[src/rtl/inst_prefetch_buf.sv]
// Instruction prefetch queue between IF and ID with a single-outstanding memory port.
// Define IPB_PERF_CNT_EN to add the fetch_cnt/drop_cnt performance counters.
module inst_prefetch_buf #(
    parameter int          DEPTH    = 4,
    parameter logic [31:0] RESET_PC = 32'h0
) (
    input  logic        clk,
    input  logic        rst,
    input  logic        redirect,
    input  logic [31:0] redirect_pc,
    input  logic        stall,
    output logic        out_valid,
    output logic [31:0] out_instr,
    output logic [31:0] out_pc4,
    output logic        mem_req,
    output logic [31:0] mem_addr,
    input  logic        mem_ack,
    input  logic [31:0] mem_rdata
`ifdef IPB_PERF_CNT_EN
    ,
    output logic [31:0] fetch_cnt,
    output logic [15:0] drop_cnt
`endif
);

    localparam int PW = $clog2(DEPTH);
    localparam int CW = PW + 1;
    localparam logic [CW-1:0] DEPTH_C = CW'(DEPTH);

    typedef enum logic [1:0] {IDLE, REQ, DROP} state_t;

    state_t        state;
    logic [31:0]   fetchPc;
    logic [31:0]   memAddr;
    logic [CW-1:0] count;
    logic [PW-1:0] rdPtr;
    logic [PW-1:0] wrPtr;
    logic [31:0]   instrQ [DEPTH];
    logic [31:0]   pc4Q   [DEPTH];

    logic          push;
    logic          pop;
    logic [CW-1:0] nextCount;
    logic [31:0]   addrInc;

    assign addrInc   = memAddr + 32'd4;
    assign out_valid = (count != '0);
    assign pop       = out_valid & ~stall & ~redirect;
    assign push      = (state == REQ) & mem_ack & ~redirect;
    assign nextCount = count + CW'(push) - CW'(pop);

    assign mem_req   = (state != IDLE);
    assign mem_addr  = memAddr;
    // Gate the head so stale storage never shows while empty or in reset
    assign out_instr = out_valid ? instrQ[rdPtr] : 32'h0;
    assign out_pc4   = out_valid ? pc4Q[rdPtr]   : 32'h0;

    always_ff @(posedge clk) begin
        if (push) begin
            instrQ[wrPtr] <= mem_rdata;
            pc4Q[wrPtr]   <= addrInc;
        end
    end

    always_ff @(posedge clk or posedge rst) begin
        if (rst) begin
            state   <= IDLE;
            fetchPc <= RESET_PC;
            memAddr <= 32'h0;
            count   <= '0;
            rdPtr   <= '0;
            wrPtr   <= '0;
        end else if (redirect) begin
            count   <= '0;
            rdPtr   <= '0;
            wrPtr   <= '0;
            fetchPc <= redirect_pc;
            unique case (state)
                IDLE: state <= IDLE;
                REQ:  state <= mem_ack ? IDLE : DROP;
                DROP: if (mem_ack) state <= IDLE;
                default: state <= IDLE;
            endcase
        end else begin
            count <= nextCount;
            if (push) wrPtr <= wrPtr + 1'b1;
            if (pop)  rdPtr <= rdPtr + 1'b1;
            unique case (state)
                IDLE: begin
                    if (nextCount < DEPTH_C) begin
                        state   <= REQ;
                        memAddr <= {fetchPc[31:2], 2'b00};
                    end
                end
                REQ: begin
                    if (mem_ack) begin
                        fetchPc <= addrInc;
                        if (nextCount < DEPTH_C) memAddr <= addrInc;
                        else                     state   <= IDLE;
                    end
                end
                DROP: if (mem_ack) state <= IDLE;
                default: state <= IDLE;
            endcase
        end
    end

`ifdef IPB_PERF_CNT_EN
    logic discard;
    assign discard = mem_ack & ((state == DROP) | ((state == REQ) & redirect));

    always_ff @(posedge clk or posedge rst) begin
        if (rst) begin
            fetch_cnt <= 32'h0;
            drop_cnt  <= 16'h0;
        end else begin
            fetch_cnt <= fetch_cnt + 32'(push);
            drop_cnt  <= drop_cnt + (redirect ? 16'(count) : 16'h0)
                       + 16'(discard);
        end
    end
`endif

endmodule

[config.mk]
export PLATFORM = sky130hd
export DESIGN_NAME = inst_prefetch_buf
export DESIGN_NICKNAME = d
export VERILOG_FILES = /design/src/rtl/inst_prefetch_buf.sv
export SDC_FILE = /design/constraint.sdc
export NUM_CORES = 1
export LEC_CHECK = 0
export CAP_MARGIN = 15
export CORE_MARGIN = 1.5
export CORE_UTILIZATION = 36
export DETAILED_ROUTE_END_ITERATION = 10
export HOLD_SLACK_MARGIN = 0.06
export PLACE_DENSITY_LB_ADDON = 0.25
export SLEW_MARGIN = 20
export SYNTH_ARGS = -nofsm -noshare
export SYNTH_HDL_FRONTEND = slang
export SYNTH_SLANG_ARGS = --single-unit
[constraint.sdc]
create_clock -name clk -period 4.2 [get_ports clk]
set_input_delay 0.84 -clock clk [delete_from_list [all_inputs] [get_ports clk]]
set_output_delay 0.84 -clock clk [all_outputs]
set_load 0.05 [all_outputs]
==> qor.yml, run 1 <==
clock_tree:
  clk_pin_slew_ps: 60
  h-tree-depth: 2
  cts_buffers: 37
  clk_path_buf_depth: 3
  postCtsHoldBufs: 0
  cts_tree: "done"
  cts.sinks: 317
  post_cts_buffers: 0
  post_cts.resized_instances: 0
  cts_root_buf: "clkbuf_16"
  clock_latency_ps: 540
detailed_routing:
  routed_via_density: 5.062
  drtIter0Drc: 367
  drt-total-wl_um: 32180
  wl_met3_um: 1524
  wl_met2_um: 15610
  post_drt_wl_per_cell_um: 20.21
  m1WireLength_um: 14200
  ant_nets: 0
  num_vias: 8058
  drc: 0
  topRoutingLayerUsed: "met4"
  dr.pass1.iters: 4
cells_and_area:
  area_growth_syn_to_layout_pct: 25.30
  fin_util_pct: 45.62
  multi_input_area_um2: 4195
  final_nets: 1135
  fill_cells: 3358
  seqCellArea_um2: 9179
  antenna_cells: 0
  drive_above_1_share_pct: 14.43
global_routing:
  antenna_found_initial: 0
  grt_usage_pct: 16.85
  grt_overflow: 0
  grt_pass1_vias: 8147
  grt_max_degree: 75
  grt_pass1_wl_um: 49510
pwr:
  finalPower_uw: 12970
  power_per_cell_area_nw_per_um2: 756.5
  irDropWorstVdd_uv: 533.2
  p_leak_uw: 0.005705
sta:
  fin_crit_ps: 3778
  worstMarginPinSlew_ps: 874.0
  rsz0062_at_grt: "no"
  hold_ws_ps: 542.1
  final_hold_viol_count: 0
  slew_headroom_pct: 41.20
  setup_tns_ps: 0
  fin_skew_ps: 23.21
  period_share_pct: 89.96
  fin_ws_ps: 421.6
  slew_viol_final: 0
  setup_viol: 0
  timing.fmax_mhz: 264.7
floorplan:
  dieArea_um2: 39180
  io_pins: 167
  start_util_pct: 36.41
  die_y_um: 197.9
  die_w_um: 197.9
  core-area_um2: 37580
  rows: 71
critical_path:
  cp-start-kind: "flop"
  required_ps: 3360
  crit_path_end_kind: "output port"
  critPathArrivalTime_ps: 2940
  cp_num_cells: 4
  max_stage_delay_ps: 740
  cpMaxStageDelayCell: "clkdlybuf4s50_1"
  path_max_fanout: 17
  crit_family: "buffers and inverters"
  crit_buf_inv: 2
  path_cells: "buf_4 > mux4_2 > nor2b_1 > clkdlybuf4s50_1"
  reg2reg_depth: 15
  worstSetupPathType: "reg -> out"
  rrSetupSlack_ps: 970
synthesis:
  synth_cell_types: 54
  ys_seq_area_share_pct: 67.06
  syn_inst: 900
  avgSynthCellArea_um2: 15.20
  yosysWarnings: 0
  synth_ff_type: "edfxtp_1"
  synth-seq-cells: 317
  async_flop_share_pct: 21.77
  synthesis.area_um2: 13680
  synth_edf_count: 248
min_path:
  hp-class: "reg -> reg"
  worstHoldPathCells: 2
placed_design:
  pre_cts_ws_ps: 188.5
  dp_hpwl_um: 19660
  gp_congestion: 0.7489
  port_buffers: 160
run:
  maxCapViolCount: 0
status:
  status: "finished clean"
-- state kept, by name, indices dropped and copies added, names as in the netlist --
register / count
mem_addr: 30
rdPtr: 2
pc4Q: 120
instrQ: 128
fetchPc: 30
wrPtr: 2
state: 2
count: 3
-- cells in the mapped netlist, types with 2 or more instances --
| master | n | area share (%) |
|---|---|---|
| and3_1 | 5 | 0.23 |
| mux4_2 | 62 | 10 |
| clkbuf_1 | 47 | 1.3 |
| or3_1 | 4 | 0.18 |
| o22ai_1 | 8 | 0.37 |
| a221o_1 | 5 | 0.37 |
| o31a_1 | 5 | 0.32 |
| a21o_1 | 3 | 0.16 |
| o21ai_0 | 31 | 1.1 |
| buf_2 | 3 | 0.11 |
| o21a_1 | 2 | 0.11 |
| xnor2_1 | 17 | 1.1 |
| nand3_1 | 22 | 0.80 |
| a311oi_1 | 2 | 0.13 |
| buf_4 | 5 | 0.27 |
| mux2i_1 | 16 | 1.2 |
| or2_2 | 5 | 0.23 |
| nand4_1 | 6 | 0.27 |
| inv_1 | 19 | 0.52 |
| o31ai_1 | 8 | 0.44 |
| a2bb2oi_1 | 12 | 0.77 |
| nand4b_1 | 4 | 0.26 |
| nand2b_1 | 2 | 0.091 |
| ha_1 | 10 | 0.91 |
| nor2b_1 | 64 | 2.9 |
| nor4_1 | 8 | 0.37 |
| xor2_1 | 10 | 0.64 |
| edfxtp_1 | 248 | 54 |
| nor3_1 | 14 | 0.51 |
| o22a_1 | 6 | 0.38 |
| dfrtp_1 | 69 | 13 |
| nand2_1 | 54 | 1.5 |
| nor3b_1 | 9 | 0.49 |
| nor2_1 | 32 | 0.88 |
| and2_1 | 6 | 0.27 |
| o32ai_1 | 3 | 0.19 |
| and4_1 | 3 | 0.19 |
| a31oi_1 | 7 | 0.32 |
| buf_1 | 12 | 0.33 |
| a21oi_1 | 32 | 1.2 |
| or4_1 | 7 | 0.38 |
-- through the flow --
step	area (um2)	cells
2_1_floorplan	13690	903
3_3_place_gp	15960	1527
3_5_place_dp	15960	1527
4_1_cts	17140	1592
5_1_grt	17140	1592
6_report	17140	1592
-- report_power, final --
| part | total [uW] | switching (uW) | leakage, uW | internal (uW) |
|---|---|---|---|---|
| clock | 3160 | 1250 | 0.000570 | 1900 |
| sequential | 4290 | 408 | 0.00307 | 3880 |
| combinational | 5520 | 3520 | 0.00207 | 2000 |
| total | 13000 | 5180 | 0.00571 | 7780 |
-- logic make-up (layout without fill, tap and decap cells) --
group,after synthesis,after routing,share of synthesized area [%]
DFF,317,317,67.06
and+or+nand+nor,251,251,10.06
AOI/OAI and AO/OA,129,129,6.164
other,1,4,0.02741
muxes,78,78,11.38
xor gates and xnor gates,27,27,1.729
adders and majority gates,11,11,1.061
buffers and inverters,86,264,2.524
-- path summary, 6_finish.rpt --
kind | startpoint | end
max | rdPtr[0] | out_instr[21]
min | fetchPc[16] | mem_addr[16]
max reg2reg | state[1] | mem_addr[2]
min reg2reg | fetchPc[16] | mem_addr[16]
max in group asynchronous | rst | rdPtr[0]
min in group asynchronous | rst | fetchPc[7]
-- worst min-delay path, delay by kind of cell, from the launching register on --
kind,cells,cell delay [ps]
AO/OA/AOI/OAI,1,90
flip-flops,1,340
AND/OR/NAND/NOR,1,70
-- cell type report --
cell class	count	area share, %
clock inverter	13	0.8759
tap	511	3.730
clock buffer	52	6.036
sequential	317	53.55
inverter	19	0.4161
timing repair buffer	180	10.92
multi-input combinational	500	24.47
-- cells in the final DEF, fill, tap and decap left out, types with 4 or more instances in the layout --
cell / n
a21oi_1: 32
a221o_1: 5
a2bb2oi_1: 12
a31oi_1: 7
and2_4: 4
and3_1: 5
buf_12: 10
buf_4: 10
clkbuf_1: 12
clkbuf_16: 39
clkdlybuf4s50_1: 159
clkinv_2: 5
conb_1: 4
dfrtp_1: 67
edfxtp_1: 248
ha_1: 9
inv_1: 18
mux2i_1: 16
mux4_2: 62
nand2_1: 54
nand3_1: 22
nand4_1: 6
nand4b_1: 4
nor2_1: 32
nor2b_1: 64
nor3_1: 12
nor3b_1: 9
nor4_1: 8
o21ai_0: 31
o22a_1: 6
o22ai_1: 8
o31a_1: 5
o31ai_1: 8
or2_2: 5
or3_1: 4
or4_1: 7
xnor2_1: 17
xor2_1: 10
-- metal layers --
| layer | GRT usage [%] | vias up |
|---|---|---|
| met5 | 0 | - |
| met3 | 3.202 | 54 |
| met1 | 22.32 | 4064 |
| met4 | 5.457 | 0 |
| li1 | - | 3757 |
| met2 | 27.97 | 183 |
(Power assumes the default switching activity.)
==> run 2, diff against run 1 <==
--- a/config.mk
+++ b/config.mk
@@ -8,6 +8,7 @@
 export CAP_MARGIN = 15
 export CORE_MARGIN = 1.5
 export CORE_UTILIZATION = 36
+export CTS_CLUSTER_SIZE = 12
 export DETAILED_ROUTE_END_ITERATION = 10
 export HOLD_SLACK_MARGIN = 0.06
 export PLACE_DENSITY_LB_ADDON = 0.25
==> run 2 against run 1 <==
First-iteration DRC count down 4.9%. Sequential share of layout area up 0.15 points. Clock skew down 12 ps. Maximum frequency about the same. Final area down 0.27%. Critical path type unchanged.
==> qor.yml, run 2 (synthesized netlist as in run 1, its figures left out) <==
critical_path:
  path_cells: "buf_4 > mux4_2 > nor2b_1 > clkdlybuf4s50_1"  # unchanged
  crit_buf_inv: 2  # unchanged
  cpMaxStageDelayCell: "clkdlybuf4s50_1"  # unchanged
  timing.rr.end: "mem_addr[2]"  # unchanged
  crit_path_start: "rdPtr[0]"  # unchanged
  reg2reg_depth: 15  # unchanged
  crit_family: "buffers and inverters"  # unchanged
  cp-start-kind: "flop"  # unchanged
  timing.rr.start: "state[1]"  # unchanged
  crit_path_end_kind: "output port"  # unchanged
  path_max_fanout: 17  # unchanged
  critPathCapture: "out_instr[21]"  # unchanged
  worstSetupPathType: "reg -> out"  # unchanged
  rrSetupSlack_ps: 970  # about the same
  cp_num_cells: 4  # unchanged
  critPathArrivalTime_ps: 2940  # about the same
  max_stage_delay_ps: 740  # about the same
  required_ps: 3360  # about the same
cells_and_area:
  seqCellArea_um2: 9179  # unchanged
  final_common_cell: "edfxtp_1"  # unchanged
  antenna_cells: 0  # unchanged
  area_growth_syn_to_layout_pct: 24.96  # was 25.30%
  final_nets: 1135  # unchanged
  drive_above_1_share_pct: 14.43  # unchanged
  fill_cells: 3363  # was 3,358
  largest_reg_flops: 128  # unchanged
  final_area_um2: 17100  # was 17,140 um2
  multi_input_area_um2: 4195  # unchanged
  mostFrequentLayoutCells: "edfxtp_1, clkdlybuf4s50_1, dfrtp_1"  # unchanged
  reg_top3: "instrQ x128, pc4Q x120"  # unchanged
  max_flop_register: "instrQ"  # unchanged
global_routing:
  grt_pass1_vias: 8128  # was 8,147
  busiest_layer: "met2"  # unchanged
  antenna_found_initial: 0  # unchanged
  grt_use_met3_pct: 3.236  # was 3.202%
  grt_util_met2_pct: 27.91  # was 27.97%
  grt_pass1_wl_um: 49370  # was 49,510 um
  use_met1_pct: 22.26  # was 22.32%
  grt_overflow: 0  # unchanged
  grt_usage_pct: 16.79  # was 16.85%
  grt_max_degree: 75  # unchanged
sta:
  worstMarginPinSlew_ps: 859.8  # was 874.0 ps
  setup_viol: 0  # unchanged
  period_share_pct: 89.97  # was 89.96%
  timing.fmax_mhz: 264.6  # was 264.7 MHz
  slew_headroom_pct: 42.15  # was 41.20%
  slew_viol_final: 0  # unchanged
  fin_skew_ps: 11.25  # was 23.21 ps
  final_hold_viol_count: 0  # unchanged
  fin_crit_ps: 3779  # was 3778 ps
  setup_tns_ps: 0  # unchanged
  rsz0062_at_grt: "no"  # unchanged
pwr:
  pwr-share-clk_pct: 23.6  # was 24.3%
  irDropWorstVdd_uv: 533.5  # was 533.2 uV
  switching_power_uw: 5160  # was 5184 uW
  switching_share_pct: 40.20  # was 39.98%
  p_comb_share_pct: 43.0  # was 42.6%
  p_leak_uw: 0.005695  # was 0.005705 uW
  seqPwrFrac_pct: 33.4  # was 33.0%
  intPower_uw: 7676  # was 7783 uW
  power_per_cell_area_nw_per_um2: 750.9  # was 756.5 nW/um2
detailed_routing:
  ant_nets: 0  # unchanged
  routed_via_density: 5.078  # was 5.062
  num_vias: 8084  # was 8,058
  post_drt_wl_per_cell_um: 20.17  # was 20.21 um
  drc: 0  # unchanged
  drt-total-wl_um: 32100  # was 32,180 um
  drtIter0Drc: 349  # was 367
  dr.pass1.iters: 5  # was 4
floorplan:
  dieArea_um2: 39180  # unchanged
  io_pins: 167  # unchanged
  core-area_um2: 37580  # unchanged
  die_y_um: 197.9  # unchanged
  start_util_pct: 36.41  # unchanged
  die_w_um: 197.9  # unchanged
  rows: 71  # unchanged
clock_tree:
  post_cts_buffers: 0  # unchanged
  postCtsHoldBufs: 0  # unchanged
  post_cts.resized_instances: 0  # unchanged
  clk_path_buf_depth: 3  # unchanged
  cts_root_buf: "clkbuf_16"  # unchanged
  cts_tree: "done"  # unchanged
  h-tree-depth: 2  # unchanged
  clock_latency_ps: 520  # was 540 ps
  cts_buffers: 37  # unchanged
  cts.sinks: 317  # unchanged
  clk_pin_slew_ps: 60  # about the same
status:
  status: "finished clean"  # unchanged
placed_design:
  port_buffers: 160  # unchanged
  gp_congestion: 0.7489  # unchanged
  place_area_um2: 15960  # unchanged
  dp_hpwl_um: 19660  # unchanged
min_path:
  hp-class: "reg -> reg"  # unchanged
run:
  maxCapViolCount: 0  # unchanged
run 2: changes by cell type in the layout (fill, tap and decap cells not counted), sizes merged:
cell | previous run | this run
bufinv | 3 | 1
clkinvlp | 3 | 1
clkbuf | 52 | 53
clkinv | 6 | 9
run 2: metal layers:
layer | wire [um] | vias up | part of all wire [%]
li1 | - | 3758 | -
met5 | 0 | - | 0
met1 | 14190 | 4085 | 44
met4 | 840 | 0 | 2.6
met3 | 1439 | 53 | 4.5
met2 | 15630 | 188 | 49
run 2: metrics by stage:
stage | hold WS (ps) | util, % | power, uW | worst slack (ps) | instances
detailed placement | 520.0 | 42.46 | 9957 | 188.5 | 1527
floorplan | 479.1 | - | 8058 | 78.57 | 903
finish | 540.0 | 45.49 | 12840 | 421.2 | 1592
CTS | 532.3 | 45.49 | 13020 | 330.5 | 1592
global route | 572.2 | 45.49 | 13490 | 243.4 | 1592
global placement | 496.3 | 42.46 | 9915 | 164.2 | 1527
run 2: cell type report:
type	instances	area share [%]
flip-flops and latches	317	53.69
clock inverters	12	0.5270
clock buffers	53	6.133
repair buffers	180	10.95
inverters	19	0.4172
well taps	511	3.740
multi-input cells	500	24.54
run 2: worst min-delay path by stage:
| stage | startpoint | end | slack, ps | cells after the start |
|---|---|---|---|---|
| 2_1_floorplan | fetchPc[16] | mem_addr[16] | 480 | 2 |
| 3_3_place_gp | fetchPc[16] | mem_addr[16] | 500 | 2 |
| 3_5_place_dp | fetchPc[16] | mem_addr[16] | 520 | 2 |
| 4_1_cts | fetchPc[16] | mem_addr[16] | 530 | 2 |
| 5_1_grt | fetchPc[2] | fetchPc[2] | 570 | 2 |
| 6_report | fetchPc[16] | mem_addr[16] | 540 | 2 |
run 2: worst min-delay path, delay by kind of cell, from the launching register on:
| kind | cells | cell delay [ps] |
|---|---|---|
| and+or+nand+nor | 1 | 70 |
| AOI/OAI and AO/OA | 1 | 90 |
| DFF | 1 | 340 |
run 2: power by group through the flow:
| stage | Clock (uW) | Combinational (uW) | Sequential, uW |
|---|---|---|---|
| global placement | 0 | 5570 | 4340 |
| CTS | 3110 | 5630 | 4290 |
| global route | 3230 | 5910 | 4350 |
| finish | 3030 | 5520 | 4290 |
| detailed placement | 0 | 5610 | 4340 |
| floorplan | 0 | 3440 | 4610 |
==> run 3, diff against run 2 <==
--- a/config.mk
+++ b/config.mk
@@ -6,7 +6,7 @@
 export NUM_CORES = 1
 export LEC_CHECK = 0
 export CAP_MARGIN = 15
-export CORE_MARGIN = 1.5
+export CORE_MARGIN = 2
 export CORE_UTILIZATION = 36
 export CTS_CLUSTER_SIZE = 12
 export DETAILED_ROUTE_END_ITERATION = 10
==> constraint.sdc (replaced) <==
create_clock -name clk -period 3.2 [get_ports clk]
set_input_delay 0.64 -clock clk [delete_from_list [all_inputs] [get_ports clk]]
set_output_delay 0.64 -clock clk [all_outputs]
set_load 0.05 [all_outputs]
==> run 3 against run 2 <==
Routed wire length rose by 2.0%. Count of clock-buffer cells in the layout fell by 7. Critical path type unchanged. Largest power group unchanged. Worst setup slack got worse by 290 ps. First-iteration DRC count fell by 1.7%. Clock skew rose by 4.9 ps. Combinational power rose by 37%. Global-route usage rose by 0.13 points.
==> qor.yml, run 3 (synthesized netlist as in run 1, its figures left out) <==
cells_and_area:
  drive_above_1_share_pct: 22.01  # was 14.43%
  largest_reg_flops: 128  # unchanged
  reg_top3: "instrQ x128, pc4Q x120"  # unchanged
  final_nets: 1160  # was 1,135
  final_common_cell: "edfxtp_1"  # unchanged
  antenna_cells: 0  # unchanged
  mostFrequentLayoutCells: "edfxtp_1, clkdlybuf4s50_1, buf_4"  # was edfxtp_1, clkdlybuf4s50_1, dfrtp_1
  area_growth_syn_to_layout_pct: 26.27  # was 24.96%
  final_area_um2: 17270  # was 17,100 um2
  max_flop_register: "instrQ"  # unchanged
critical_path:
  path_cells: "buf_12 > mux4_2 > nor2b_1 > buf_4"  # was buf_4 > mux4_2 > nor2b_1 > clkdlybuf4s50_1
  worstSetupPathType: "reg -> out"  # unchanged
  reg2reg_depth: 16  # was 15
  crit_buf_inv: 2  # unchanged
  crit_path_end_kind: "output port"  # unchanged
  rrSetupSlack_ps: 160  # was 970 ps
  critPathArrivalTime_ps: 2430  # was 2940 ps
  timing.rr.end: "mem_addr[28]"  # was mem_addr[2]
  required_ps: 2560  # was 3360 ps
  cpMaxStageDelayCell: "dfrtp_4"  # was clkdlybuf4s50_1
  path_max_fanout: 33  # was 17
  timing.rr.start: "state[1]"  # unchanged
  crit_family: "flip-flops"  # was buffers and inverters
  cp-start-kind: "flop"  # unchanged
  max_stage_delay_ps: 620  # was 740 ps
sta:
  fin_ws_ps: 131.2  # was 421.2 ps
  worstMarginPinSlew_ps: 768.1  # was 859.8 ps
  setup_viol: 0  # unchanged
  fin_crit_ps: 3069
  setup_tns_ps: 0  # unchanged
  rsz0062_at_grt: "no"  # unchanged
  timing.fmax_mhz: 325.9
  final_hold_viol_count: 0  # unchanged
  fin_skew_ps: 16.15  # was 11.25 ps
  slew_viol_final: 0  # unchanged
  period_share_pct: 95.90
  slew_headroom_pct: 48.80  # was 42.15%
global_routing:
  antenna_found_initial: 0  # unchanged
  grt_pass1_wl_um: 50340  # was 49,370 um
  grt_max_degree: 75  # unchanged
  grt_pass1_vias: 8386  # was 8,128
  grt_usage_pct: 16.92  # was 16.79%
  grt_overflow: 0  # unchanged
clock_tree:
  clk_path_buf_depth: 3  # unchanged
  clock_latency_ps: 510  # was 520 ps
  cts.sinks: 317  # unchanged
  cts_tree: "done"  # unchanged
  cts_buffers: 37  # unchanged
  post_cts_buffers: 0  # unchanged
  cts_root_buf: "clkbuf_16"  # unchanged
  h-tree-depth: 2  # unchanged
  clk_pin_slew_ps: 60  # about the same
floorplan:
  dieArea_um2: 39580  # was 39,180 um2
  io_pins: 167  # unchanged
  start_util_pct: 36.41  # unchanged
  rows: 71  # unchanged
  die_w_um: 198.9  # was 197.9 um
  die_y_um: 198.9  # was 197.9 um
  core-area_um2: 37580  # unchanged
detailed_routing:
  ant_nets: 0  # unchanged
  post_drt_wl_per_cell_um: 20.28  # was 20.17 um
  routed_via_density: 5.109  # was 5.078
  num_vias: 8251  # was 8,084
  drt-total-wl_um: 32750  # was 32,100 um
  drc: 0  # unchanged
  dr.pass1.iters: 4  # was 5
  drtIter0Drc: 343  # was 349
pwr:
  p_leak_uw: 0.005965  # was 0.005695 uW
  irDropWorstVdd_uv: 837.5  # was 533.5 uV
  power_per_cell_area_nw_per_um2: 986.0  # was 750.9 nW/um2
status:
  status: "finished clean"  # unchanged
placed_design:
  port_buffers: 160  # unchanged
  gp_congestion: 0.8203  # was 0.7489
  place_area_um2: 16120  # was 15,960 um2
  dp_hpwl_um: 21090  # was 19,660 um
  pre_cts_ws_ps: -482.4  # was 188.5 ps
min_path:
  worstHoldPathCells: 2  # unchanged
  min-delay-start: "fetchPc[16]"  # unchanged
  hold_path_end: "mem_addr[16]"  # unchanged
  hp-class: "reg -> reg"  # unchanged
run:
  maxCapViolCount: 0  # unchanged
[run 3: cell count changes in the layout (fill, tap and decap cells not counted), sizes merged]
cell           before  now
clkinv              9   15
inv                20   19
dlygate4sd2         0    8
buf                21  100
clkbuf             53   46
clkdlybuf4s50     159   97
[run 3: worst max path at each step]
stage	slack, ps	endpoint	from	cells past startpoint
floorplan	-260	mem_addr[2]	redirect	15
global placement	-430	mem_addr[2]	mem_ack	14
detailed placement	-480	mem_addr[5]	mem_ack	15
CTS	1	out_pc4[23]	rdPtr[0]	4
global route	5	mem_addr[28]	state[1]	16
finish	130	out_instr[0]	rdPtr[0]	4
[run 3: per-stage QoR]
step	util (%)	power (uW)	hold slack (ps)	instances
2_1_floorplan	-	10690	479.1	903
3_3_place_gp	42.89	13220	520.0	1552
3_5_place_dp	42.89	13280	526.7	1552
4_1_cts	45.81	17160	502.3	1615
5_1_grt	45.97	17920	542.4	1615
6_report	45.97	17030	539.7	1615
[run 3: tightest hold or removal path: cells and delay by family, from the launching register on]
kind	cells	cell delay, ps
DFF	1	350
and+or+nand+nor	1	70
AOI/OAI and AO/OA	1	80
[run 3: what timing repair did]
item	4_1_cts	5_1_grt
pin swaps	0	3
setup endpoints to repair	8	42
gates resized for setup	8	13
gates cloned	0	0
hold buffers	0	0
[run 3: metal layers]
layer	vias up	share of wire, %	track usage, %
met1	4177	46	23.37
met2	213	47	27.38
met3	54	5.5	3.611
li1	3807	-	-
met5	-	0	0
met4	0	2.0	4.146
[run 3: power by group]
part	internal (uW)	switching [uW]	total, uW
Combinational	2730	4850	7580
Sequential	5090	497	5590
Clock	2280	1580	3870
[run 3: layout make-up]
cell class | count | area (um2)
multi-input combinational | 500 | 4263
inverter | 19 | 71.32
timing repair buffer | 205 | 2013
sequential | 317 | 9181
tap | 511 | 639.4
clock inverter | 17 | 105.1
clock buffer | 46 | 1001
fill | 3318 | 20300
